[src/rtl/kugelblitz_tx_frame_pad_pkg.sv]
// Shared constants and FSM encoding for the kugelblitz TX frame pad stage.
package kugelblitz_tx_frame_pad_pkg;

  localparam int ETH_MIN_FRAME_LEN   = 60;
  localparam int ETH_MAX_JUMBO_LEN   = 9600;
  localparam int TUSER_BAD_FRAME_BIT = 0;

  typedef enum logic [1:0] {
    ST_IDLE   = 2'd0,
    ST_ACTIVE = 2'd1,
    ST_DROP   = 2'd2
  } pad_state_e;

endpackage

[src/rtl/kugelblitz_axis_skid.sv]
// Registered-ready AXIS skid buffer: an output register backed by one temp register.
module kugelblitz_axis_skid #(
  parameter int WIDTH = 8
) (
  input  logic             clk,
  input  logic             rst,
  input  logic [WIDTH-1:0] in_data_i,
  input  logic             in_valid_i,
  output logic             in_ready_o,
  output logic [WIDTH-1:0] out_data_o,
  output logic             out_valid_o,
  input  logic             out_ready_i
);

  logic [WIDTH-1:0] out_data_q, out_data_d;
  logic [WIDTH-1:0] tmp_data_q, tmp_data_d;
  logic             out_valid_q, out_valid_d;
  logic             tmp_valid_q, tmp_valid_d;
  logic             in_ready_q;

  always_comb begin
    out_data_d  = out_data_q;
    out_valid_d = out_valid_q;
    tmp_data_d  = tmp_data_q;
    tmp_valid_d = tmp_valid_q;
    if (out_ready_i || !out_valid_q) begin
      if (tmp_valid_q) begin
        out_data_d  = tmp_data_q;
        out_valid_d = 1'b1;
        tmp_valid_d = 1'b0;
      end else begin
        out_data_d  = in_data_i;
        out_valid_d = in_valid_i && in_ready_q;
      end
    end else if (in_valid_i && in_ready_q) begin
      // Output is stalled: park the accepted beat so ready can be registered.
      tmp_data_d  = in_data_i;
      tmp_valid_d = 1'b1;
    end
  end

  always_ff @(posedge clk) begin
    if (rst) begin
      out_valid_q <= 1'b0;
      tmp_valid_q <= 1'b0;
      in_ready_q  <= 1'b0;
    end else begin
      out_valid_q <= out_valid_d;
      tmp_valid_q <= tmp_valid_d;
      in_ready_q  <= !tmp_valid_d;
    end
    out_data_q <= out_data_d;
    tmp_data_q <= tmp_data_d;
  end

  assign in_ready_o  = in_ready_q;
  assign out_data_o  = out_data_q;
  assign out_valid_o = out_valid_q;

endmodule

[src/rtl/kugelblitz_tx_frame_pad.sv]
// TX egress stage: pads runts, truncates oversize frames, masks unkept bytes.
// Optional statistics counters are built when KUGELBLITZ_PAD_STATS_EN is defined.
module kugelblitz_tx_frame_pad
  import kugelblitz_tx_frame_pad_pkg::*;
#(
  parameter int DATA_WIDTH    = 512,
  parameter int KEEP_WIDTH    = DATA_WIDTH / 8,
  parameter int USER_WIDTH    = 1,
  parameter int MIN_FRAME_LEN = ETH_MIN_FRAME_LEN,
  parameter int MAX_FRAME_LEN = ETH_MAX_JUMBO_LEN,
  parameter int CNT_WIDTH     = 32
) (
  input  logic                  clk,
  input  logic                  rst,
`ifdef KUGELBLITZ_PAD_STATS_EN
  input  logic                  stat_clear,
  output logic [CNT_WIDTH-1:0]  stat_frame_count,
  output logic [CNT_WIDTH-1:0]  stat_pad_count,
  output logic [CNT_WIDTH-1:0]  stat_trunc_count,
`endif
  input  logic [DATA_WIDTH-1:0] s_axis_tdata,
  input  logic [KEEP_WIDTH-1:0] s_axis_tkeep,
  input  logic                  s_axis_tvalid,
  output logic                  s_axis_tready,
  input  logic                  s_axis_tlast,
  input  logic [USER_WIDTH-1:0] s_axis_tuser,
  output logic [DATA_WIDTH-1:0] m_axis_tdata,
  output logic [KEEP_WIDTH-1:0] m_axis_tkeep,
  output logic                  m_axis_tvalid,
  input  logic                  m_axis_tready,
  output logic                  m_axis_tlast,
  output logic [USER_WIDTH-1:0] m_axis_tuser
);

  localparam int LEN_W  = $clog2(MAX_FRAME_LEN + KEEP_WIDTH + 1);
  localparam int BB_W   = $clog2(KEEP_WIDTH + 1);
  localparam int BEAT_W = DATA_WIDTH + KEEP_WIDTH + 1 + USER_WIDTH;
  localparam logic [LEN_W-1:0] MAX_L = LEN_W'(MAX_FRAME_LEN);
`ifdef KUGELBLITZ_PAD_STATS_EN
  localparam int SKID_W = BEAT_W + 2;
`else
  localparam int SKID_W = BEAT_W;
`endif

  if (DATA_WIDTH != 512) begin : g_chk_dw
    $error("kugelblitz_tx_frame_pad: only DATA_WIDTH=512 is supported");
  end
  if (KEEP_WIDTH != DATA_WIDTH / 8) begin : g_chk_kw
    $error("kugelblitz_tx_frame_pad: KEEP_WIDTH must equal DATA_WIDTH/8");
  end
  if (MIN_FRAME_LEN < 1 || MIN_FRAME_LEN > KEEP_WIDTH || MAX_FRAME_LEN < MIN_FRAME_LEN) begin : g_chk_len
    $error("kugelblitz_tx_frame_pad: invalid MIN/MAX_FRAME_LEN");
  end
  if (CNT_WIDTH < 1) begin : g_chk_cnt
    $error("kugelblitz_tx_frame_pad: CNT_WIDTH must be positive");
  end

  pad_state_e            state_q, state_d;
  logic [LEN_W-1:0]      len_q, len_d, sum, rem;
  logic [BB_W-1:0]       beat_bytes;
  logic                  is_pad, is_over, is_trunc, s_fire;
  logic                  skid_in_ready, skid_in_valid;
  logic [KEEP_WIDTH-1:0] pad_mask, trim_mask, keep_out;
  logic [DATA_WIDTH-1:0] data_out;
  logic                  last_out;
  logic [USER_WIDTH-1:0] user_out;
  logic [SKID_W-1:0]     skid_in, skid_out;

  always_comb begin
    beat_bytes = '0;
    for (int i = 0; i < KEEP_WIDTH; i++) begin
      if (s_axis_tkeep[i]) beat_bytes = BB_W'(i + 1);
    end
  end

  assign sum      = len_q + LEN_W'(beat_bytes);
  assign rem      = MAX_L - len_q;
  assign is_pad   = (state_q == ST_IDLE) && s_axis_tlast && (beat_bytes < BB_W'(MIN_FRAME_LEN));
  assign is_over  = sum > MAX_L;
  // A non-last beat landing exactly on MAX already carries the final legal byte.
  assign is_trunc = is_over || ((sum == MAX_L) && !s_axis_tlast);
  assign keep_out = is_pad ? pad_mask : (is_over ? trim_mask : s_axis_tkeep);
  assign last_out = s_axis_tlast || is_trunc;

  for (genvar gi = 0; gi < KEEP_WIDTH; gi++) begin : g_byte
    assign pad_mask[gi]         = (gi < MIN_FRAME_LEN);
    assign trim_mask[gi]        = (LEN_W'(gi) < rem);
    assign data_out[gi*8 +: 8]  = (keep_out[gi] && s_axis_tkeep[gi]) ? s_axis_tdata[gi*8 +: 8] : 8'h00;
  end

  always_comb begin
    user_out = s_axis_tuser;
    user_out[TUSER_BAD_FRAME_BIT] = s_axis_tuser[TUSER_BAD_FRAME_BIT] || is_trunc;
  end

  assign s_axis_tready = skid_in_ready || (state_q == ST_DROP);
  assign skid_in_valid = s_axis_tvalid && (state_q != ST_DROP);
  assign s_fire        = s_axis_tvalid && s_axis_tready;

  always_comb begin
    state_d = state_q;
    len_d   = len_q;
    if (s_fire) begin
      case (state_q)
        ST_DROP: begin
          if (s_axis_tlast) state_d = ST_IDLE;
        end
        default: begin
          if (s_axis_tlast || is_trunc) begin
            state_d = (is_trunc && !s_axis_tlast) ? ST_DROP : ST_IDLE;
            len_d   = '0;
          end else begin
            state_d = ST_ACTIVE;
            len_d   = sum;
          end
        end
      endcase
    end
  end

  always_ff @(posedge clk) begin
    if (rst) begin
      state_q <= ST_IDLE;
      len_q   <= '0;
    end else begin
      state_q <= state_d;
      len_q   <= len_d;
    end
  end

`ifdef KUGELBLITZ_PAD_STATS_EN
  logic                 out_pad, out_trunc, m_last_fire;
  logic [CNT_WIDTH-1:0] frame_cnt_q, pad_cnt_q, trunc_cnt_q;

  assign skid_in = {data_out, keep_out, last_out, user_out, is_pad, is_trunc};
  assign {m_axis_tdata, m_axis_tkeep, m_axis_tlast, m_axis_tuser, out_pad, out_trunc} = skid_out;
  assign m_last_fire = m_axis_tvalid && m_axis_tready && m_axis_tlast;

  always_ff @(posedge clk) begin
    if (rst || stat_clear) begin
      frame_cnt_q <= '0;
      pad_cnt_q   <= '0;
      trunc_cnt_q <= '0;
    end else if (m_last_fire) begin
      frame_cnt_q <= frame_cnt_q + CNT_WIDTH'(1);
      pad_cnt_q   <= pad_cnt_q + CNT_WIDTH'(out_pad);
      trunc_cnt_q <= trunc_cnt_q + CNT_WIDTH'(out_trunc);
    end
  end

  assign stat_frame_count = frame_cnt_q;
  assign stat_pad_count   = pad_cnt_q;
  assign stat_trunc_count = trunc_cnt_q;
`else
  assign skid_in = {data_out, keep_out, last_out, user_out};
  assign {m_axis_tdata, m_axis_tkeep, m_axis_tlast, m_axis_tuser} = skid_out;
`endif

  kugelblitz_axis_skid #(
    .WIDTH(SKID_W)
  ) u_skid (
    .clk         (clk),
    .rst         (rst),
    .in_data_i   (skid_in),
    .in_valid_i  (skid_in_valid),
    .in_ready_o  (skid_in_ready),
    .out_data_o  (skid_out),
    .out_valid_o (m_axis_tvalid),
    .out_ready_i (m_axis_tready)
  );

endmodule

[config.mk]
export PLATFORM = sky130hd
export DESIGN_NAME = kugelblitz_tx_frame_pad
export DESIGN_NICKNAME = d
export VERILOG_FILES = /design/src/rtl/kugelblitz_tx_frame_pad_pkg.sv /design/src/rtl/kugelblitz_axis_skid.sv /design/src/rtl/kugelblitz_tx_frame_pad.sv
export SDC_FILE = /design/constraint.sdc
export NUM_CORES = 2
export LEC_CHECK = 0
export BUFFER_PORTS_ARGS = -buffer_cell sky130_fd_sc_hd__buf_2
export CORE_AREA = 2 2 446 448
export DETAILED_ROUTE_END_ITERATION = 12
export DIE_AREA = 0 0 448 450
export PLACE_DENSITY = 0.52
export SYNTH_ARGS = -nofsm -noshare
export SYNTH_HDL_FRONTEND = slang
export SYNTH_SLANG_ARGS = --single-unit
[constraint.sdc]
create_clock -name clk -period 299.5 [get_ports clk]
set_clock_uncertainty 0.2 [all_clocks]
set_input_delay 29.95 -clock clk [delete_from_list [all_inputs] [get_ports clk]]
set_output_delay 29.95 -clock clk [all_outputs]
set_load 0.05 [all_outputs]
---- Yosys cells after proc, flatten, opt, wreduce, memory -nomap -nowiden ----
Cells that the tools add are included.
storage, ports and cells
  output and inout port bits .............. 580
  bits of input ports ..................... 582
  word-level logic and storage cells ...... 303
  bits in registers ....................... 1,175
cells by class
  equal/unequal tests ..................... 4
  bitwise gates (word level) .............. 2
  order comparisons ....................... 66
  reductions and logical operators ........ 83
  muxes and demuxes ....................... 139
  add/sub/neg operators ................... 2
operators with widths
  kind                                                                   number
  578-bit 2-to-1 mux                                                     1
  8-bit 2-to-1 mux                                                       64
  6-bit by 14-bit < comparator with 1-bit output (first input constant)  32
  7-bit 2-to-1 mux                                                       63
  5-bit by 14-bit < comparator with 1-bit output (first input constant)  16
  64-bit 2-to-1 mux                                                      2
  4-bit by 14-bit < comparator with 1-bit output (first input constant)  8
  1-bit logical AND                                                      71
  3-bit by 14-bit < comparator with 1-bit output (first input constant)  4
  1-bit by 14-bit < comparator with 1-bit output (first input constant)  2
  2-bit by 14-bit < comparator with 1-bit output (first input constant)  2
  14-bit by 7-bit adder with 14-bit output                               1
  14-bit == test (second input constant)                                 1
  14-bit > comparator (second input constant)                            1
  14-bit 2-to-1 mux                                                      1
  14-bit subtractor (first input constant)                               1
  2-bit 2-to-1 mux                                                       4
  7-bit by 6-bit < comparator with 1-bit output (second input constant)  1
  2-bit AND reduction                                                    3
  1-bit logical OR                                                       5
  1-bit 2-to-1 mux                                                       4
  2-bit inequality test (second input constant)                          2
  1-bit zero test                                                        3
  2-bit == test (second input constant)                                  1
  2 further kinds                                                        3

---- Depth between registers and ports, before layout ----
  depth in word-level cells ............... 72
  gate-level depth with buffers ........... 21
  depth with buffers taken out ............ 18

---- By module ----
Synthesis repeated with hierarchy kept, for this count alone.
second synthesis, totals
  cells, all modules ...................... 3,089
  area total of the unflattened synthesis .. 49,301.0 um2
by module, submodules not included
  module                   cells an instance  area each (um2)  seq. area each (um2)  times used
  kugelblitz_axis_skid     1,808              41,766.3         34,773.4              1
  kugelblitz_tx_frame_pad  1,281              7,534.7          320.3                 1

---- Worst setup path after synthesis ----
Ideal clock, no wire load.
  kind .................................... input-to-reg
  from .................................... in m_axis_tready
  to ...................................... reg u_skid.tmp_data_q[0], enable pin
  data required time ...................... 286.939 ns
  slack ................................... 147.553 ns
  arrival ................................. 139.386 ns
  setup time .............................. 12.361 ns
  stages .................................. 2
  path buffers ............................ 0
  path through ............................ nand2b_1 > nor2_1
on the way
  longest elaborated chain between the ends .. 3
ends and longest elaborated chain
  element                        line                           RTL
  from (decl)                    kugelblitz_tx_frame_pad.sv:30  input logic m_axis_tready,
  1-bit logical OR               kugelblitz_axis_skid.sv:26     if (out_ready_i || !out_valid_q) begin
  1-bit inverter (no line)       n/a
  2-bit AND reduction (no line)  n/a
  to (signal assigned)           kugelblitz_axis_skid.sv:53     tmp_data_q <= tmp_data_d;
  to (decl)                      kugelblitz_axis_skid.sv:16     logic [WIDTH-1:0] tmp_data_q, tmp_data_d;
Every way passes these cells.
A chain may end at the register's enable or synchronous reset.

---- Worst setup path in the final report ----
  from .................................... in s_axis_tkeep[5]
  to ...................................... reg u_skid.out_data_q[108] (netlist: u_skid.out_data_o[108]) (data pin)
on the way
  longest elaborated chain between the ends .. 66
  elaborated cells between the ends (all ways) .. 68
  those cells by class .................... add/sub: 1; order compare: 2; mux: 63; reduce/logical: 2
ends and longest elaborated chain
  element                                   line                           RTL
  from (decl)                               kugelblitz_tx_frame_pad.sv:22  input logic [KEEP_WIDTH-1:0] s_axis_tkeep,
  7-bit 2-to-1 mux (59 in a row)            kugelblitz_tx_frame_pad.sv:72  if (s_axis_tkeep[i]) beat_bytes = BB_W'(i + 1);
  14-bit by 7-bit adder with 14-bit output  kugelblitz_tx_frame_pad.sv:76  assign sum = len_q + LEN_W'(beat_bytes);
  14-bit > comparator                       kugelblitz_tx_frame_pad.sv:79  assign is_over = sum > MAX_L;
  64-bit 2-to-1 mux (2 in a row)            kugelblitz_tx_frame_pad.sv:82  assign keep_out = is_pad ? pad_mask : (is_over ? trim_mask : s_axis_tkeep);
  1-bit logical AND (*)                     kugelblitz_tx_frame_pad.sv:88  assign data_out[gi*8 +: 8] = (keep_out[gi] && s_axis_tkeep[gi]) ? s_axis_tdata[gi*8 +: 8] : 8'h00;
  8-bit 2-to-1 mux (*)                      kugelblitz_tx_frame_pad.sv:88
  578-bit 2-to-1 mux (*)                    kugelblitz_axis_skid.sv:27     if (tmp_valid_q) begin
  to (signal assigned)                      kugelblitz_axis_skid.sv:52     out_data_q <= out_data_d;
  to (decl)                                 kugelblitz_axis_skid.sv:15     logic [WIDTH-1:0] out_data_q, out_data_d;
Every way passes the cells marked *; elsewhere a longest branch is shown, timed or not.

==> results.py <==
metrics = {
    "run_status": {
        "outcome": "finished clean",
    },
    "critical_path": {
        "arrival_ns": 36.50,
        "crit_path_start": "s_axis_tkeep[5]",
        "endpoint_kind": "flop",
        "critPathSlowestCell": "a211oi_2",
        "crit_path_start_kind": "input pin",
        "cpPeakStageDelay_ns": 0.84,
        "worstPathCellList": "buf_2 -> inv_1 -> o311ai_0 -> a211oi_1 -> o311ai_0 -> a311oi_1 -> o21ai_0 -> a21oi_1 -> o22ai_1 -> fa_1 -> a211o_1 -> a2111oi_0 -> a211oi_1 -> nor3_1 -> o211a_2 -> buf_4 -> nor4_2 -> a211oi_2 -> a22o_1",
        "worstPathMaxFanout": 20,
        "worstPathRequired_ns": 299.94,
        "timing.rr.start": "len_q[0]",
        "worstSetupPathType": "input pin to flop",
    },
    "global_route": {
        "grt_antenna_before_repair": 101,
        "globalRouteOverflowTotal": 0,
        "grt_first_pass_wirelength_um": 279400,
        "grt_pass1_vias": 35061,
        "grt_usage_pct": 19.68,
        "grt_max_degree": 154,
    },
    "timing": {
        "timing.setup.tns_ns": 0,
        "timing.hold.ws_ns": 0.3066,
        "fin_ws_ns": 263.44,
        "hold_violations": 0,
        "worst_pin_slew_ns": 1.224,
        "rsz0062_at_grt": "false",
        "fmax_ghz": 0.02773,
        "min_period_ns": 36.06,
        "min_period_over_period_pct": 12.04,
        "setup_viol": 0,
        "finalMaxSlewViolations": 0,
        "maxSlewHeadroom_pct": 18.41,
    },
    "drt": {
        "first_pass_iters": 7,
        "drcViolationCount": 0,
        "drtIter0Drc": 3166,
        "vias": 36078,
        "ant_nets": 0,
        "viasPerCell": 4.849,
        "wl_per_cell_um": 27.72,
        "routed_wl_um": 206200,
    },
    "logic_synthesis": {
        "syn-num-nets": 4146,
        "synth-edff-count": 1156,
        "ys_async_sr_fraction_pct": 0,
        "yosysUniqueCellTypes": 88,
        "synth_most_common_cell": "edfxtp_1",
        "synthTopCellsByCount": "edfxtp_1, and3_1, a22o_1",
        "syn_avg_cell_area_um2": 13.85,
        "yosys.area.top_type": "edfxtp_1",
        "yosys.area.top_type_share_pct": 70.54,
        "ys.flop_type": "edfxtp_1",
        "synthCells": 3554,
        "ys_seq_area_share_pct": 71.31,
        "netlist_area_um2": 49210,
        "synthTopCellsByArea": "edfxtp_1, a22o_1, and3_1, nand2_1, o31ai_1",
        "yosys_warnings": 0,
        "ys_ff_latch": 1175,
    },
    "finish": {
        "utilization_pct": 31.69,
        "stdcell_count": 7440,
        "drive_gt1_share_pct": 31.47,
        "nets": 5237,
        "area_growth_pct": 26.60,
        "fin_area_um2": 62300,
    },
    "cts": {
        "clk_pin_slew_ns": 0.06,
        "cts_buffers": 140,
        "clockBufferDepth": 3,
        "htree_levels": 4,
        "cts_tree": "built",
        "cts_setup_buffers": 0,
        "clock-sinks": 1175,
        "cts_resized": 0,
        "cts-root-buf": "clkbuf_16",
        "ctsHoldBuffers": 0,
        "clock_latency_ns": 0.80,
    },
    "floorplanning": {
        "dieHeight_um": 450,
        "initial_core_util_pct": 25.03,
        "placementRows": 163,
        "pin_count": 1162,
        "fp.dieW_um": 448,
        "die_area_um2": 201600,
        "core_area_um2": 196600,
    },
    "worst_hold_path": {
        "hold_class": "flop to flop",
        "worstHoldStart": "u_skid.tmp_data_q[138]",
    },
    "power_and_ir_drop": {
        "ir_drop_mv": 0.004090,
        "p_per_area_nw_per_um2": 6.627,
        "finalPower_mw": 0.4129,
        "power_leakage_nw": 25.89,
    },
    "placement": {
        "place.port_buffers": 1161,
        "place_area_um2": 57790,
        "dp.cells": 7143,
        "place_hpwl_um": 152500,
        "pre_cts_slack_ns": 262.51,
        "gp_congestion": 0.8738,
    },
    "job": {
        "maxCapViolations": 0,
    },
}
logic make-up (layout without fill, tap and decap cells):
kind of cell	count (synthesis)	after routing	share of synthesized area (%)
DFF	1175	1175	71.31
and+or+nand+nor	1147	1147	11.82
AOI/OAI and AO/OA	802	802	12.63
buffers and inverters	382	1588	3.135
muxes	30	30	0.6864
adders and majority gates	10	10	0.2695
xor gates and xnor gates	8	8	0.1576
other	0	40	0
worst max-delay path: cells and delay by family:
family / cells / cell delay [ns]
AOI/OAI and AO/OA: 13 / 4.66
and+or+nand+nor: 2 / 0.64
buffers and inverters: 3 / 0.71
adders and majority gates: 1 / 0.51
cell usage in the layout, fill, tap and decap left out, types with 29 or more instances in the layout:
cell type,n
edfxtp_1,1156
and2_1,47
a21oi_1,49
a22o_1,336
clkinv_1,34
and3_1,389
clkbuf_1,29
nand2_1,300
o22ai_1,71
o31ai_1,130
nor2_1,251
mux2_2,30
inv_1,115
a2bb2oi_1,30
diode_2,40
buf_2,1161
clkbuf_16,143
buf_4,50
o21ai_0,67
metal layers:
layer	GRT usage, %	up-vias	wire, um
li1	-	16000	-
met1	23.50	18067	79810
met2	32.94	1513	100900
met3	5.814	420	16310
met4	8.049	78	8725
met5	0	-	486
state kept, by name, summed over array words and instances, names as in the netlist:
signal / flops
len_q: 14
state_q: 2
u_skid.in_ready_o: 1
u_skid.out_data_o: 578
u_skid.out_valid_o: 1
u_skid.tmp_data_q: 578
u_skid.tmp_valid_q: 1
path summary, 6_finish.rpt:
| kind | slack, ns | cells after the start | endpoint |
|---|---|---|---|
| max | 263.44 | 19 | u_skid.out_data_o[108] |
| min | 0.31 | 2 | u_skid.out_data_o[138] |
| max reg2reg | 294.45 | 11 | u_skid.out_data_o[108] |
| min reg2reg | 0.31 | 2 | u_skid.out_data_o[138] |
final cells by class:
cell class,count,area (um^2)
antenna,40,100.1
clock buffer,172,3687
clock inverter,85,726.9
fill,20039,134300
inverter,116,442.9
multi-input combinational,1997,12680
sequential,1175,35100
tap,2640,3303
timing repair buffer,1215,6266
where the power goes:
group          internal [mW]  switching, mW  leakage, nW
Clock                 0.0951         0.0723         2.15
Sequential             0.188        0.00261         11.9
Combinational         0.0128         0.0416         11.8
Total                  0.296          0.117         25.9
No activity file was read; power rests on OpenSTA's default activity.
